<file path="src/rtl/cluster_link_formatter.sv">
// Buffers strobed cluster sets in a small FIFO and serialises each set onto a
// 32-bit ready/valid link as a 4-beat frame with a per-beat header nibble.
module cluster_link_formatter #(
  parameter int FIFO_DEPTH     = 4,
  parameter bit SUPPRESS_EMPTY = 1'b1
) (
  input  logic        clock4x,
  input  logic        global_reset_n,
  input  logic        clusters_valid,
  input  logic [13:0] cluster0,
  input  logic [13:0] cluster1,
  input  logic [13:0] cluster2,
  input  logic [13:0] cluster3,
  input  logic [13:0] cluster4,
  input  logic [13:0] cluster5,
  input  logic [13:0] cluster6,
  input  logic [13:0] cluster7,
  input  logic        overflow,
  input  logic        bc0,
  output logic [31:0] link_data,
  output logic        link_valid,
  input  logic        link_ready,
  output logic        fifo_full,
  output logic [15:0] drop_count
);

  localparam int          AW      = $clog2(FIFO_DEPTH);
  localparam logic [AW:0] DEPTH_C = (AW + 1)'(FIFO_DEPTH);

  localparam logic [0:0] IDLE = 1'b0;
  localparam logic [0:0] SEND = 1'b1;

  logic [7:0][13:0] set_in;
  logic [113:0]     entry;
  logic             all_invalid;
  logic             set_empty;

  logic [113:0]     mem [FIFO_DEPTH];
  logic [AW-1:0]    wr_ptr, rd_ptr;
  logic [AW:0]      count, count_next;
  logic             fifo_empty;
  logic             wr_attempt, push, pop;

  logic [0:0]       state;
  logic [1:0]       beat;
  logic [113:0]     frame;

  assign set_in = {cluster7, cluster6, cluster5, cluster4,
                   cluster3, cluster2, cluster1, cluster0};
  assign entry  = {bc0, overflow, set_in};

  // NOTE: every signal assigned in always_comb gets a default first, so no
  // path through the block can leave it unassigned and infer a latch.
  always_comb begin
    all_invalid = 1'b1;
    for (int i = 0; i < 8; i++) begin
      if (set_in[i][10:9] != 2'b11) all_invalid = 1'b0;
    end
  end

  assign set_empty  = all_invalid && !overflow && !bc0;
  assign fifo_empty = (count == '0);

  // The frame register refills whenever it is (or is about to become) free.
  assign pop = !fifo_empty &&
               ((state == IDLE) || (link_ready && beat == 2'd3));

  assign wr_attempt = clusters_valid && !(SUPPRESS_EMPTY && set_empty);
  assign push       = wr_attempt && (!fifo_full || pop);

  always_comb begin
    count_next = count;
    if (push && !pop)      count_next = count + 1'b1;
    else if (pop && !push) count_next = count - 1'b1;
  end

  // NOTE: the storage array carries no reset; emptiness is defined by the
  // pointers and count alone, which keeps the array a plain RAM.
  always_ff @(posedge clock4x) begin
    if (push) mem[wr_ptr] <= entry;
  end

  // NOTE: sequential state uses non-blocking assignments only, so every
  // register samples the pre-edge values regardless of statement order.
  always_ff @(posedge clock4x or negedge global_reset_n) begin
    if (!global_reset_n) begin
      wr_ptr     <= '0;
      rd_ptr     <= '0;
      count      <= '0;
      fifo_full  <= 1'b0;
      drop_count <= '0;
    end else begin
      if (push) wr_ptr <= wr_ptr + 1'b1;
      if (pop)  rd_ptr <= rd_ptr + 1'b1;
      count     <= count_next;
      fifo_full <= (count_next == DEPTH_C);
      if (wr_attempt && !push && drop_count != 16'hFFFF)
        drop_count <= drop_count + 16'd1;
    end
  end

  always_ff @(posedge clock4x or negedge global_reset_n) begin
    if (!global_reset_n) begin
      state <= IDLE;
      beat  <= '0;
      frame <= '0;
    end else begin
      case (state)
        IDLE: begin
          if (pop) begin
            state <= SEND;
            beat  <= '0;
          end
        end
        SEND: begin
          if (link_ready) begin
            if (beat == 2'd3) begin
              beat <= '0;
              if (!pop) state <= IDLE;
            end else begin
              beat <= beat + 2'd1;
            end
          end
        end
        default: state <= IDLE;
      endcase
      if (pop) frame <= mem[rd_ptr];
    end
  end

  assign link_valid = (state == SEND);

  // Header: {first-beat flag, beat index, overflow on beat 0 / bc0 on beat 1}.
  always_comb begin
    link_data = '0;
    if (state == SEND) begin
      link_data[31]    = (beat == 2'd0);
      link_data[30:29] = beat;
      link_data[28]    = (beat == 2'd0) ? frame[112] :
                         (beat == 2'd1) ? frame[113] : 1'b0;
      link_data[27:0]  = frame[int'(beat) * 28 +: 28];
    end
  end

endmodule

</file>
<file path="config.mk">
export PLATFORM = sky130hd
export DESIGN_NAME = cluster_link_formatter
export DESIGN_NICKNAME = d
export VERILOG_FILES = /design/src/rtl/cluster_link_formatter.sv
export SDC_FILE = /design/constraint.sdc
export NUM_CORES = 1
export LEC_CHECK = 0
export CORE_ASPECT_RATIO = 2
export CORE_UTILIZATION = 50
export CTS_CLUSTER_SIZE = 30
export DETAILED_ROUTE_END_ITERATION = 8
export PLACE_DENSITY = 0.81
export REMOVE_ABC_BUFFERS = 1
export SKIP_LAST_GASP = 1
export SLEW_MARGIN = 40
export SYNTH_ARGS = -nofsm -noshare
export SYNTH_HDL_FRONTEND = slang
export SYNTH_SLANG_ARGS = --single-unit
</file>
<file path="constraint.sdc">
create_clock -name clock4x -period 7.15 [get_ports clock4x]
set_clock_uncertainty 0.1 [all_clocks]
set_input_delay 1.0725 -clock clock4x [delete_from_list [all_inputs] [get_ports clock4x]]
set_output_delay 1.0725 -clock clock4x [all_outputs]
set_load 0.01 [all_outputs]
</file>
==> impl_results.rst <==
.. list-table::
   :header-rows: 1

   * - Metric
     - Value
   * - Part of the Yosys area used for sequential elements
     - between 70% and 80%
   * - CTS Root Cell
     - sky130_fd_sc_hd__clkbuf_16
   * - Largest stage delay on the critical path
     - 940 ps
   * - Buffers plus inverters on the worst setup path
     - 1
   * - Overall die width
     - 154 um
   * - Number of max-cap violations
     - 0
   * - PortBufs
     - 167
   * - Dominant delay contributor by cell family on the critical path
     - flip-flops
   * - Worst-case hold slack
     - around 230 ps
   * - Total length of routed met3 wires
     - between 2000 and 3000 um
   * - Final setup viols
     - 0
   * - Total negative setup slack
     - 0 ps
   * - Routed vias
     - about 12k
   * - Standby leakage power
     - a little under 10 nW
   * - Via density
     - between 5 and 6
   * - Routed WL
     - 49400 um
   * - R2R depth
     - 6
   * - Critical path class
     - flop to output pin
   * - Starting Density
     - 50.9%
   * - Fill cell instance count of the final layout
     - between 3k and 4k
   * - RePlAce Congestion
     - roughly 0.72
   * - Via count of the first global-routing pass
     - 13.1k
   * - Final cell count without fillers
     - between 2k and 2.5k
   * - Slew Limit Fails
     - 0
   * - Setup repair after global routing missed its margin
     - no
   * - Number of buffers created by CTS
     - 50
   * - Maximum operating frequency
     - roughly 250 MHz
   * - Critical path's slowest cell
     - sky130_fd_sc_hd__dfrtp_4
   * - Number of H-tree branching levels
     - 2
   * - Source-to-sink clock delay at the later pin of the worst-skew pair
     - about 580 ps
   * - Net total in the final layout
     - around 1.6k
   * - Clock period minus final worst setup slack
     - ~4100 ps
   * - Mapped Avg Cell Area
     - 17.9 um^2
   * - Number of buffers between clock root and the deepest sink
     - 3
   * - Pwr dens
     - around 410 mW/mm^2
   * - Ratio of final minimum period to clock period
     - 56.9%
   * - Setup slack of the worst register-to-register path
     - ~3300 ps
   * - Aggregate global-route resource usage
     - a little over a fifth
   * - Endpoint of the worst-slack reg-to-reg timing path
     - mem[0][83]
   * - Antenna violations before repair
     - 4
   * - CP Data Arrival Time
     - 2890 ps
   * - Area share of the leading cell type in the synthesized netlist
     - roughly 60%
   * - Max-Slew Margin vs Limit
     - between 40% and 50%
   * - Synth warn
     - 0
   * - FP Rows
     - 110
   * - Count of unique library cells instantiated by Yosys
     - 40
   * - Number of placed I/O pins
     - 168
   * - Post_cts resized
     - 0
   * - Number of antenna-violating nets in the routed design
     - 0
   * - Clock tree from TritonCTS
     - built
   * - Global-route congestion overflow total
     - 0
   * - Reg-to-reg startpoint
     - beat[0]
   * - Top routing layer in use
     - met5
   * - First-pass GRT wire length
     - 75400 um
   * - Initial drt markers
     - slightly below 1k
   * - Kind of end point of the critical path
     - output pin
   * - Kind of start point of the critical path
     - flop
   * - Worst-path clk slew
     - around 70 ps
   * - Maximum number of pins on one net before global-route repair
     - 86
   * - Synthesized netlist cell count
     - 1287
   * - Number of clock sinks
     - approximately 600
   * - Vertical extent of the die
     - 305 um
   * - Result of the run
     - finished clean
   * - Worst slack after detailed placement
     - about 2900 ps
   * - Transition at the pin with the smallest max-transition slack
     - a little under 800 ps
   * - Path length in cells of the critical path
     - 3
   * - Wirelength per Cell
     - approximately 24 um
   * - Routed wl met2
     - between 20000 and 30000 um
   * - Overall die area
     - about 0.047 mm^2
   * - Flop and latch count out of synthesis
     - between 500 and 600
   * - Share of layout cells above drive strength 1
     - approximately 17%
   * - DPL Wire Length
     - 28700 um
   * - Endpoint required time on the critical path
     - 5980 ps
   * - Critical-path cell list
     - mux4_2 -> and2_1 -> clkdlybuf4s50_1
   * - Cell area after technology mapping
     - 0.0230 mm^2
   * - Largest vdd supply drop
     - 321 uV
   * - Area overhead of the layout relative to synthesis
     - 18.0%
   * - Top post-synthesis cells by area
     - sky130_fd_sc_hd__edfxtp_1 (60%), sky130_fd_sc_hd__dfrtp_1 (15%), sky130_fd_sc_hd__mux4_2 (14%)
   * - Cell total after placement
     - 1967
   * - Crit Path Max Fanout
     - 33
   * - Standard cell core area
     - between 0.04 and 0.05 mm^2
   * - Wire length on met1
     - ~17000 um
   * - DRC violation count after routing
     - 0
   * - Cell type with the highest aggregate area in the netlist
     - sky130_fd_sc_hd__edfxtp_1
   * - Iteration count of the initial detailed-routing pass
     - 5
   * - Total Power Consumption
     - ~11 mW
   * - Hold/Removal Path Class
     - input pin to async pin
   * - CTS hold repair buffers
     - 0
   * - Buffers inserted by post-CTS timing repair
     - 0
   * - Final worst setup slack
     - between 3000 and 4000 ps
   * - Hold Vio Cnt, Final
     - 0
[stage by stage]
stage / instance area, um^2 / utilization [%]
floorplan: 22700 / -
global placement: 25200 / 55.9
detailed placement: 25300 / 56.0
CTS: 27000 / 59.9
global route: 27100 / 60.1
finish: 27100 / 60.1
[Yosys cell counts]
master	number
sky130_fd_sc_hd__nor3_1	1
sky130_fd_sc_hd__nand4b_1	2
sky130_fd_sc_hd__xnor2_1	17
sky130_fd_sc_hd__o21ba_4	1
sky130_fd_sc_hd__a21oi_2	1
sky130_fd_sc_hd__o21ai_0	4
sky130_fd_sc_hd__nor3b_2	1
sky130_fd_sc_hd__dfrtp_1	141
sky130_fd_sc_hd__inv_1	8
sky130_fd_sc_hd__nor2_1	6
sky130_fd_sc_hd__mux2i_1	1
sky130_fd_sc_hd__buf_4	1
sky130_fd_sc_hd__o21ai_2	1
sky130_fd_sc_hd__o2111a_1	1
sky130_fd_sc_hd__nor2b_1	1
sky130_fd_sc_hd__buf_6	1
sky130_fd_sc_hd__nand2_1	357
sky130_fd_sc_hd__ha_1	11
sky130_fd_sc_hd__a211o_1	1
sky130_fd_sc_hd__nand4_1	8
sky130_fd_sc_hd__or2_1	1
sky130_fd_sc_hd__a211oi_1	1
sky130_fd_sc_hd__mux4_2	142
sky130_fd_sc_hd__buf_2	23
sky130_fd_sc_hd__mux2_1	1
sky130_fd_sc_hd__nand3_1	9
sky130_fd_sc_hd__nor3b_1	2
sky130_fd_sc_hd__and4_1	2
sky130_fd_sc_hd__buf_1	6
sky130_fd_sc_hd__o31ai_1	2
sky130_fd_sc_hd__and3_1	1
sky130_fd_sc_hd__o2111ai_2	1
sky130_fd_sc_hd__edfxtp_1	456
sky130_fd_sc_hd__and2_1	36
sky130_fd_sc_hd__a21oi_1	1
sky130_fd_sc_hd__xor2_1	3
sky130_fd_sc_hd__or3_4	1
sky130_fd_sc_hd__clkbuf_1	32
sky130_fd_sc_hd__nand2b_1	1
sky130_fd_sc_hd__a21boi_2	1
[sequential cells by signal, summed over array words and instances, names as in the netlist]
signal      cells
beat            2
count           3
drop_count     16
fifo_full       1
frame         114
link_valid      1
mem           456
rd_ptr          2
wr_ptr          2
[final cells by class]
type                       instances  area [um^2]  area share, %
sequential                       597        17200           63.6
multi-input combinational        619         5470           20.2
timing repair buffer             186         1910           7.03
clock buffer                      62         1340           4.93
tap                              560          701           2.58
clock inverter                    31          424           1.56
inverter                           8         30.0          0.111
antenna                            3         7.51         0.0277
[report_power, final]
group | switching [mW] | total, mW | internal [mW]
Combinational | 1.53 | 3.09 | 1.56
Clock | 1.23 | 2.90 | 1.67
Sequential | 0.497 | 5.11 | 4.62
[worst max path at each step]
| stage | startpoint | to | slack (ps) |
|---|---|---|---|
| global route | beat[0] | link_data[28] | 2920 |
| global placement | link_ready | mem[0][45] | 2950 |
| floorplan | beat[0] | mem[2][0] | 370 |
| CTS | beat[0] | link_data[27] | 3000 |
| finish | beat[0] | link_data[27] | 3080 |
| detailed placement | link_ready | mem[1][60] | 2880 |
[cell usage in the layout, fill, tap and decap left out, drive strengths merged, types with 8 or more instances in the layout]
master         Yosys  routed
nand4              8       8
inv                8      12
ha                11      11
xnor2             17      17
clkdlybuf4s50      0     166
bufinv             0       9
clkinv             0      16
edfxtp           456     456
and2              36      36
dfrtp            141     141
clkbuf            32      62
nand2            357     357
buf               31      20
nand3              9       9
mux4             142     142
[worst register-to-register path: stages, from the launching register on]
cell and delay [ps]:
sky130_fd_sc_hd__dfrtp_4 940, sky130_fd_sc_hd__ha_1 310, sky130_fd_sc_hd__a21boi_2 110, sky130_fd_sc_hd__or2_4 410
sky130_fd_sc_hd__a21oi_2 360, sky130_fd_sc_hd__and2_4 570, sky130_fd_sc_hd__buf_4 640
[per-layer routing]
| layer | GRT usage (%) | up-vias |
|---|---|---|
| met3 | 2.92 | 122 |
| met4 | 11.7 | 2 |
| li1 | - | 5171 |
| met5 | 0 | - |
| met1 | 24.5 | 6123 |
| met2 | 39.6 | 460 |
[logic make-up (layout without fill, tap and decap cells)]
kind of cell	after synthesis	after routing	share of synthesized area [%]
other	0	3	0
flip-flops	597	597	75.0
XOR/XNOR	20	20	0.762
multiplexers	144	144	14.0
AND/OR/NAND/NOR	429	429	7.78
adder cells (fa/ha/maj)	11	11	0.599
AO/OA/AOI/OAI	15	15	0.555
buffers and inverters	71	287	1.33
No activity file was read; power rests on OpenSTA's default activity.
